## config.mk

```make
export PLATFORM = sky130hd
export DESIGN_NAME = catv_prefetch_buffer
export DESIGN_NICKNAME = d
export VERILOG_FILES = /design/src/rtl/catv_pkg.sv /design/src/rtl/catv_fifo.sv /design/src/rtl/catv_prefetch_buffer.sv
export SDC_FILE = /design/constraint.sdc
export NUM_CORES = 1
export LEC_CHECK = 0
export ABC_AREA = 1
export CORE_UTILIZATION = 28
export CTS_CLUSTER_SIZE = 24
export DETAILED_ROUTE_END_ITERATION = 12
export GPL_TIMING_DRIVEN = 1
export PLACE_DENSITY = 0.51
export RECOVER_POWER = 100
export SLEW_MARGIN = 30
export SYNTH_ARGS = -nofsm -noshare
export SYNTH_HDL_FRONTEND = slang
export SYNTH_SLANG_ARGS = --single-unit
export TNS_END_PERCENT = 5
```

## constraint.sdc

```tcl
create_clock -name clk -period 8.6 [get_ports clk]
set_clock_uncertainty 0.1 [all_clocks]
set_input_delay 1.72 -clock clk [delete_from_list [all_inputs] [get_ports clk]]
set_output_delay 1.72 -clock clk [all_outputs]
set_load 0.05 [all_outputs]
```

## src/rtl/catv_pkg.sv

```systemverilog
// Shared types for the catv_riscv instruction-fetch front end.
package catv_pkg;

  localparam int INSN_BYTES = 4;

  typedef struct packed {
    logic [31:0] addr;
    logic [31:0] insn;
  } fetch_entry_t;

  typedef enum logic {
    ST_BOOT,
    ST_FETCH
  } fetch_state_e;

endpackage

```

## src/rtl/catv_fifo.sv

```systemverilog
// Small circular FIFO with synchronous flush; flush beats a same-cycle push.
module catv_fifo #(
  parameter int  DEPTH = 2,
  parameter type T     = logic [31:0]
) (
  input  logic                         clk,
  input  logic                         rst_n,
  input  logic                         push,
  input  T                             push_data,
  input  logic                         pop,
  output T                             pop_data,
  input  logic                         flush,
  output logic                         full,
  output logic                         empty,
  output logic [$clog2(DEPTH+1)-1:0]   count
);

  localparam int PW = (DEPTH > 1) ? $clog2(DEPTH) : 1;
  localparam int CW = $clog2(DEPTH + 1);

  T              mem [DEPTH];
  logic [PW-1:0] wr_ptr, rd_ptr;
  logic [CW-1:0] cnt;
  logic          do_push, do_pop;

  // Pointers wrap explicitly so non-power-of-two depths work.
  function automatic logic [PW-1:0] nxt(input logic [PW-1:0] p);
    return (p == PW'(DEPTH - 1)) ? '0 : p + 1'b1;
  endfunction

  assign do_push = push & ~full;
  assign do_pop  = pop & ~empty;

  always_ff @(posedge clk or negedge rst_n) begin
    if (!rst_n) begin
      wr_ptr <= '0;
      rd_ptr <= '0;
      cnt    <= '0;
    end else if (flush) begin
      wr_ptr <= '0;
      rd_ptr <= '0;
      cnt    <= '0;
    end else begin
      if (do_push) wr_ptr <= nxt(wr_ptr);
      if (do_pop)  rd_ptr <= nxt(rd_ptr);
      cnt <= cnt + CW'(do_push) - CW'(do_pop);
    end
  end

  always_ff @(posedge clk) begin
    if (do_push && !flush) mem[wr_ptr] <= push_data;
  end

  assign pop_data = mem[rd_ptr];
  assign full     = (cnt == CW'(DEPTH));
  assign empty    = (cnt == '0);
  assign count    = cnt;

  a_no_overflow: assert property (@(posedge clk) disable iff (!rst_n) push |-> !full);

endmodule

```

## src/rtl/catv_prefetch_buffer.sv

```systemverilog
// Instruction prefetch buffer: sequential word fetch from BOOT_ADDR, FIFO of
// {pc, insn} toward decode, flush-and-redirect on branch.
module catv_prefetch_buffer
  import catv_pkg::*;
#(
  parameter logic [31:0] BOOT_ADDR  = 32'h0000_0180,
  parameter int          FIFO_DEPTH = 2
) (
  input  logic        clk,
  input  logic        rst_n,
  input  logic        fetch_enable_i,
  input  logic        branch_i,
  input  logic [31:0] branch_addr_i,
  output logic        instr_valid_o,
  input  logic        instr_ready_i,
  output logic [31:0] instr_rdata_o,
  output logic [31:0] instr_addr_o,
  output logic [31:0] insn_addr_o,
  output logic        insn_valid_o,
  input  logic        insn_ready_i,
  input  logic [31:0] insn_data_i,
  input  logic        insn_rvalid_i,
  output logic        busy_o
);

  localparam int CW = $clog2(FIFO_DEPTH + 1);

  fetch_state_e  state_q, state_d;
  logic [31:0]   fetch_addr_q, pc_q;
  logic          outstanding_q, discard_q;
  logic [CW-1:0] count;
  logic [CW:0]   used;
  logic          full, empty, pop, push, rsp, req, handshake, credit_ok;
  fetch_entry_t  push_entry, head;
  logic          unused_branch_lsbs;

  assign unused_branch_lsbs = ^branch_addr_i[1:0];

  // Credit: entries held plus the one in flight, minus what decode takes now.
  assign pop       = ~empty & instr_ready_i;
  assign used      = {1'b0, count} + (CW+1)'(outstanding_q) - (CW+1)'(pop);
  assign credit_ok = used < (CW+1)'(FIFO_DEPTH);

  always_comb begin
    state_d = state_q;
    req     = 1'b0;
    case (state_q)
      ST_BOOT:  state_d = ST_FETCH;
      ST_FETCH: req = fetch_enable_i & ~branch_i & credit_ok;
    endcase
  end

  always_ff @(posedge clk or negedge rst_n) begin
    if (!rst_n) state_q <= ST_BOOT;
    else        state_q <= state_d;
  end

  assign insn_valid_o = req;
  assign insn_addr_o  = req ? {fetch_addr_q[31:2], 2'b00} : 32'h0;
  assign handshake    = req & insn_ready_i;

  // rvalid is only meaningful when we actually have a request in flight.
  assign rsp        = insn_rvalid_i & outstanding_q;
  assign push       = rsp & ~discard_q & ~branch_i;
  assign push_entry = '{addr: pc_q, insn: insn_data_i};

  always_ff @(posedge clk or negedge rst_n) begin
    if (!rst_n) begin
      fetch_addr_q  <= {BOOT_ADDR[31:2], 2'b00};
      pc_q          <= '0;
      outstanding_q <= 1'b0;
      discard_q     <= 1'b0;
    end else begin
      outstanding_q <= handshake;
      discard_q     <= (handshake & branch_i) | (discard_q & ~rsp);
      if (handshake) pc_q <= fetch_addr_q;
      if (branch_i)
        fetch_addr_q <= {branch_addr_i[31:2], 2'b00};
      else if (handshake)
        fetch_addr_q <= fetch_addr_q + 32'(INSN_BYTES);
    end
  end

  catv_fifo #(
    .DEPTH (FIFO_DEPTH),
    .T     (fetch_entry_t)
  ) u_fifo (
    .clk       (clk),
    .rst_n     (rst_n),
    .push      (push),
    .push_data (push_entry),
    .pop       (pop),
    .pop_data  (head),
    .flush     (branch_i),
    .full      (full),
    .empty     (empty),
    .count     (count)
  );

  assign instr_valid_o = ~empty;
  assign instr_rdata_o = empty ? 32'h0 : head.insn;
  assign instr_addr_o  = empty ? 32'h0 : head.addr;
  assign busy_o        = outstanding_q | ~empty;

endmodule
```

==> results.sh <==
export IMPL_cts_sinks=191
export IMPL_fillerInstances=3010
export IMPL_max_freq_ghz=0.1355
export IMPL_htreeDepth=4
export IMPL_crit_type="in -> out"
export IMPL_ios=170
export IMPL_cp_arrival_ns=5.56
export IMPL_tns_ns=0
export IMPL_io_buffers=163
export IMPL_grt_start_max_net_pins=75
export IMPL_r2r_start="u_fifo.count[1]$_DFF_PN0_"
export IMPL_power_leakage_nw=4.639
export IMPL_clk_pin_slew_ns=0.07
export IMPL_failed_checks="capacitance limit, slew limit"
export IMPL_vias=6431
export IMPL_yosysTopAreaCell="edfxtp_1"
export IMPL_syn_area_um2=8494
export IMPL_drt_vias_per_instance=4.435
export IMPL_synth_most_common_cell="nand2_1"
export IMPL_antennaDiodeCount=0
export IMPL_dp_slack_ns=1.339
export IMPL_synth_top_area_share=0.4384
export IMPL_cap_violations=4
export IMPL_p_switching_mw=1.302
export IMPL_critPathCaptureType="primary output"
export IMPL_rows=63
export IMPL_nNetsFinal=1123
export IMPL_grt_pass1_vias=6191
export IMPL_wire_per_inst_um=15.75
export IMPL_drv_slew=234
export IMPL_yosysUniqueCellTypes=28
export IMPL_clkPwrFrac=0.243
export IMPL_path_max_fanout=17
export IMPL_rsz0062_at_grt="no"
export IMPL_total_power_mw=3.135
export IMPL_cts_hold_buf=0
export IMPL_timing_final_crit_share=0.8581
export IMPL_grt_use_total=0.1500
export IMPL_worstMarginPinSlew_ns=4.077
export IMPL_clockRootBuffer="clkbuf_16"
export IMPL_ant_nets=0
export IMPL_core_area_um2=29720
export IMPL_synthCells=896
export IMPL_power_density_nw_per_um2=285.0
export IMPL_layout_min_cycle_time_ns=7.380
export IMPL_final_area_um2=11000
export IMPL_grt_overflow_total=0
export IMPL_initial_utilization=0.2858
export IMPL_syn_to_final_growth_pct=29.49
export IMPL_die_y_um=176.2
export IMPL_drive_gt1_frac=0.05660
export IMPL_synth_top_cells_by_area="edfxtp_1 44%, dfrtp_1 19%, nand2_1 14%"
export IMPL_dp_hpwl_um=14720
export IMPL_sw_frac_of_total=0.4154
export IMPL_ff2ff_setup_slack_ns=3.86
export IMPL_ys_warn_count=0
export IMPL_status="finished, violations left"
export IMPL_cts_tree="yes"
export IMPL_die_area_um2=31040
export IMPL_cts_path_max_buffers=2
export IMPL_ys_ff_latch=191
export IMPL_ys_seq_area_frac=0.6360
export IMPL_crit_start="instr_ready_i"
export IMPL_hp_class="reg -> reg"
export IMPL_wl_um=22840
export IMPL_die_w_um=176.2
export IMPL_fin_ws_ns=1.220
export IMPL_sequentialPowerShare=0.384
export IMPL_antenna_found_initial=0
export IMPL_place_congestion=0.7873
export IMPL_ctsResizeCount=0
export IMPL_worstReg2RegEnd="u_fifo.mem[0][47]$_DFFE_PP_"
export IMPL_grt_first_pass_wirelength_um=35050
export IMPL_synth_edf_count=124
export IMPL_hold_violations=0
export IMPL_synth_flop_cell="edfxtp_1"
export IMPL_tritoncts_num_buffers=17
export IMPL_worstSkewPairLatency_ns=0.43
export IMPL_route_detailed_drc=0
export IMPL_setup_violations=0
export IMPL_crit_path_end="insn_addr_o[23]"
export IMPL_post_cts_buffers=0
export IMPL_dr_pass1_iters=4
export IMPL_slew_headroom=-1.718
export IMPL_dpl_cell_area_um2=10490
export IMPL_avgSynthCellArea_um2=9.480
export IMPL_ys_top_cells_by_count="320 x nand2_1, 124 x edfxtp_1, 77 x nor2_1, 65 x dfrtp_1"
export IMPL_ff2ff_path_depth=4
export IMPL_internal_power_mw=1.833
export IMPL_postSynth_asyncResetShare=0.3508
export IMPL_crit_path_start_kind="primary input"
export IMPL_drtIter0Drc=325
export IMPL_required_ns=6.78
export IMPL_ir_drop_mv=0.1523
export IMPL_combinationalPowerShare=0.374
-- worst max-delay path, cell delays in order --
cell and delay [ns]:
dlygate4sd3_1 0.52, inv_1 0.04, nor2_1 0.21, ha_1 0.28
inv_1 0.07, nand2_1 0.06, fa_1 0.48, nand2_1 0.05
nor2_1 0.16, nand2_1 0.51, buf_4 0.43, nor2_1 0.14
dlygate4sd3_1 0.88
-- metrics by stage --
stage,hold slack (ns),cells,util
floorplan,0.3424,899,-
global placement,0.3494,1418,0.3530
detailed placement,0.3549,1418,0.3531
CTS,0.3716,1450,0.3718
global route,0.3895,1450,0.3701
finish,0.3705,1450,0.3701
-- cell usage in the layout (no fill, tap or decap), types with 2 or more instances in the layout --
cell               n
a21oi_1           63
and2_1             2
buf_4              5
clkbuf_1           5
clkbuf_16         17
clkdlybuf4s50_1   34
clkinv_2           2
clkinvlp_2         2
conb_1             5
dfrtp_1           64
dfstp_2            2
dlygate4sd3_1    128
edfxtp_1         124
ha_1               4
inv_1             60
inv_2              2
inv_6              7
inv_8              3
nand2_1          322
nand3_1           63
nand3_2           10
nor2_1            77
nor2_2             4
o21ai_0           43
xnor2_1            3
-- routing by layer --
metal	global-route usage	vias to the layer above	wire, um
li1	-	3212	-
met1	0.2052	3051	10770
met2	0.2474	157	10830
met3	0.02347	11	1067
met4	0.03696	0	171
met5	0	-	0
-- how the worst min path moves through the flow --
stage,startpoint,end,slack (ns),cells after the start
4_1_cts,pc_q[9]$_DFFE_PN0P_,u_fifo.mem[1][41]$_DFFE_PP_,0.37,0
2_1_floorplan,pc_q[2]$_DFFE_PN0P_,u_fifo.mem[0][34]$_DFFE_PP_,0.34,0
3_3_place_gp,pc_q[29]$_DFFE_PN0P_,u_fifo.mem[0][61]$_DFFE_PP_,0.35,0
6_report,pc_q[26]$_DFFE_PN0P_,u_fifo.mem[1][58]$_DFFE_PP_,0.37,0
5_1_grt,pc_q[17]$_DFFE_PN0P_,u_fifo.mem[0][49]$_DFFE_PP_,0.39,0
3_5_place_dp,pc_q[9]$_DFFE_PN0P_,u_fifo.mem[0][41]$_DFFE_PP_,0.35,0
-- final cells by class --
cell class              count  area, um^2  share of cell area
clock buffers              19       442.9             0.04027
multi-input cells         601        2629              0.2390
well taps                 390       488.0             0.04436
flip-flops and latches    191        5404              0.4913
inverters                  64       242.7             0.02207
clock inverters            13       113.9             0.01035
repair buffers            172        1679              0.1527
-- kinds of logic (layout without fill, tap and decap cells) --
family,after synthesis,in the layout,synth area share
simple gates,481,481,0.2330
compound gates,106,106,0.06245
flops,191,191,0.6360
buf+inv,107,268,0.05524
fa+ha+maj,5,5,0.008249
xor+xnor,4,4,0.004125
other cells,2,5,0.0008841
-- state kept, by name (all words and copies together), names as in the netlist --
register,count
u_fifo.mem,124
fetch_addr_q,30
pc_q,30
u_fifo.count,2
discard_q,1
outstanding_q,1
state_q,1
u_fifo.rd_ptr,1
u_fifo.wr_ptr,1
-- power groups by stage --
stage / Combinational [mW] / Clock [mW] / Sequential [mW]
finish: 1.17 / 0.761 / 1.20
global route: 1.27 / 0.825 / 1.22
CTS: 1.23 / 0.789 / 1.20
detailed placement: 1.23 / 0 / 1.22
global placement: 1.22 / 0 / 1.22
floorplan: 0.812 / 0 / 1.20
Note: power is estimated with default switching activity, not from simulation.
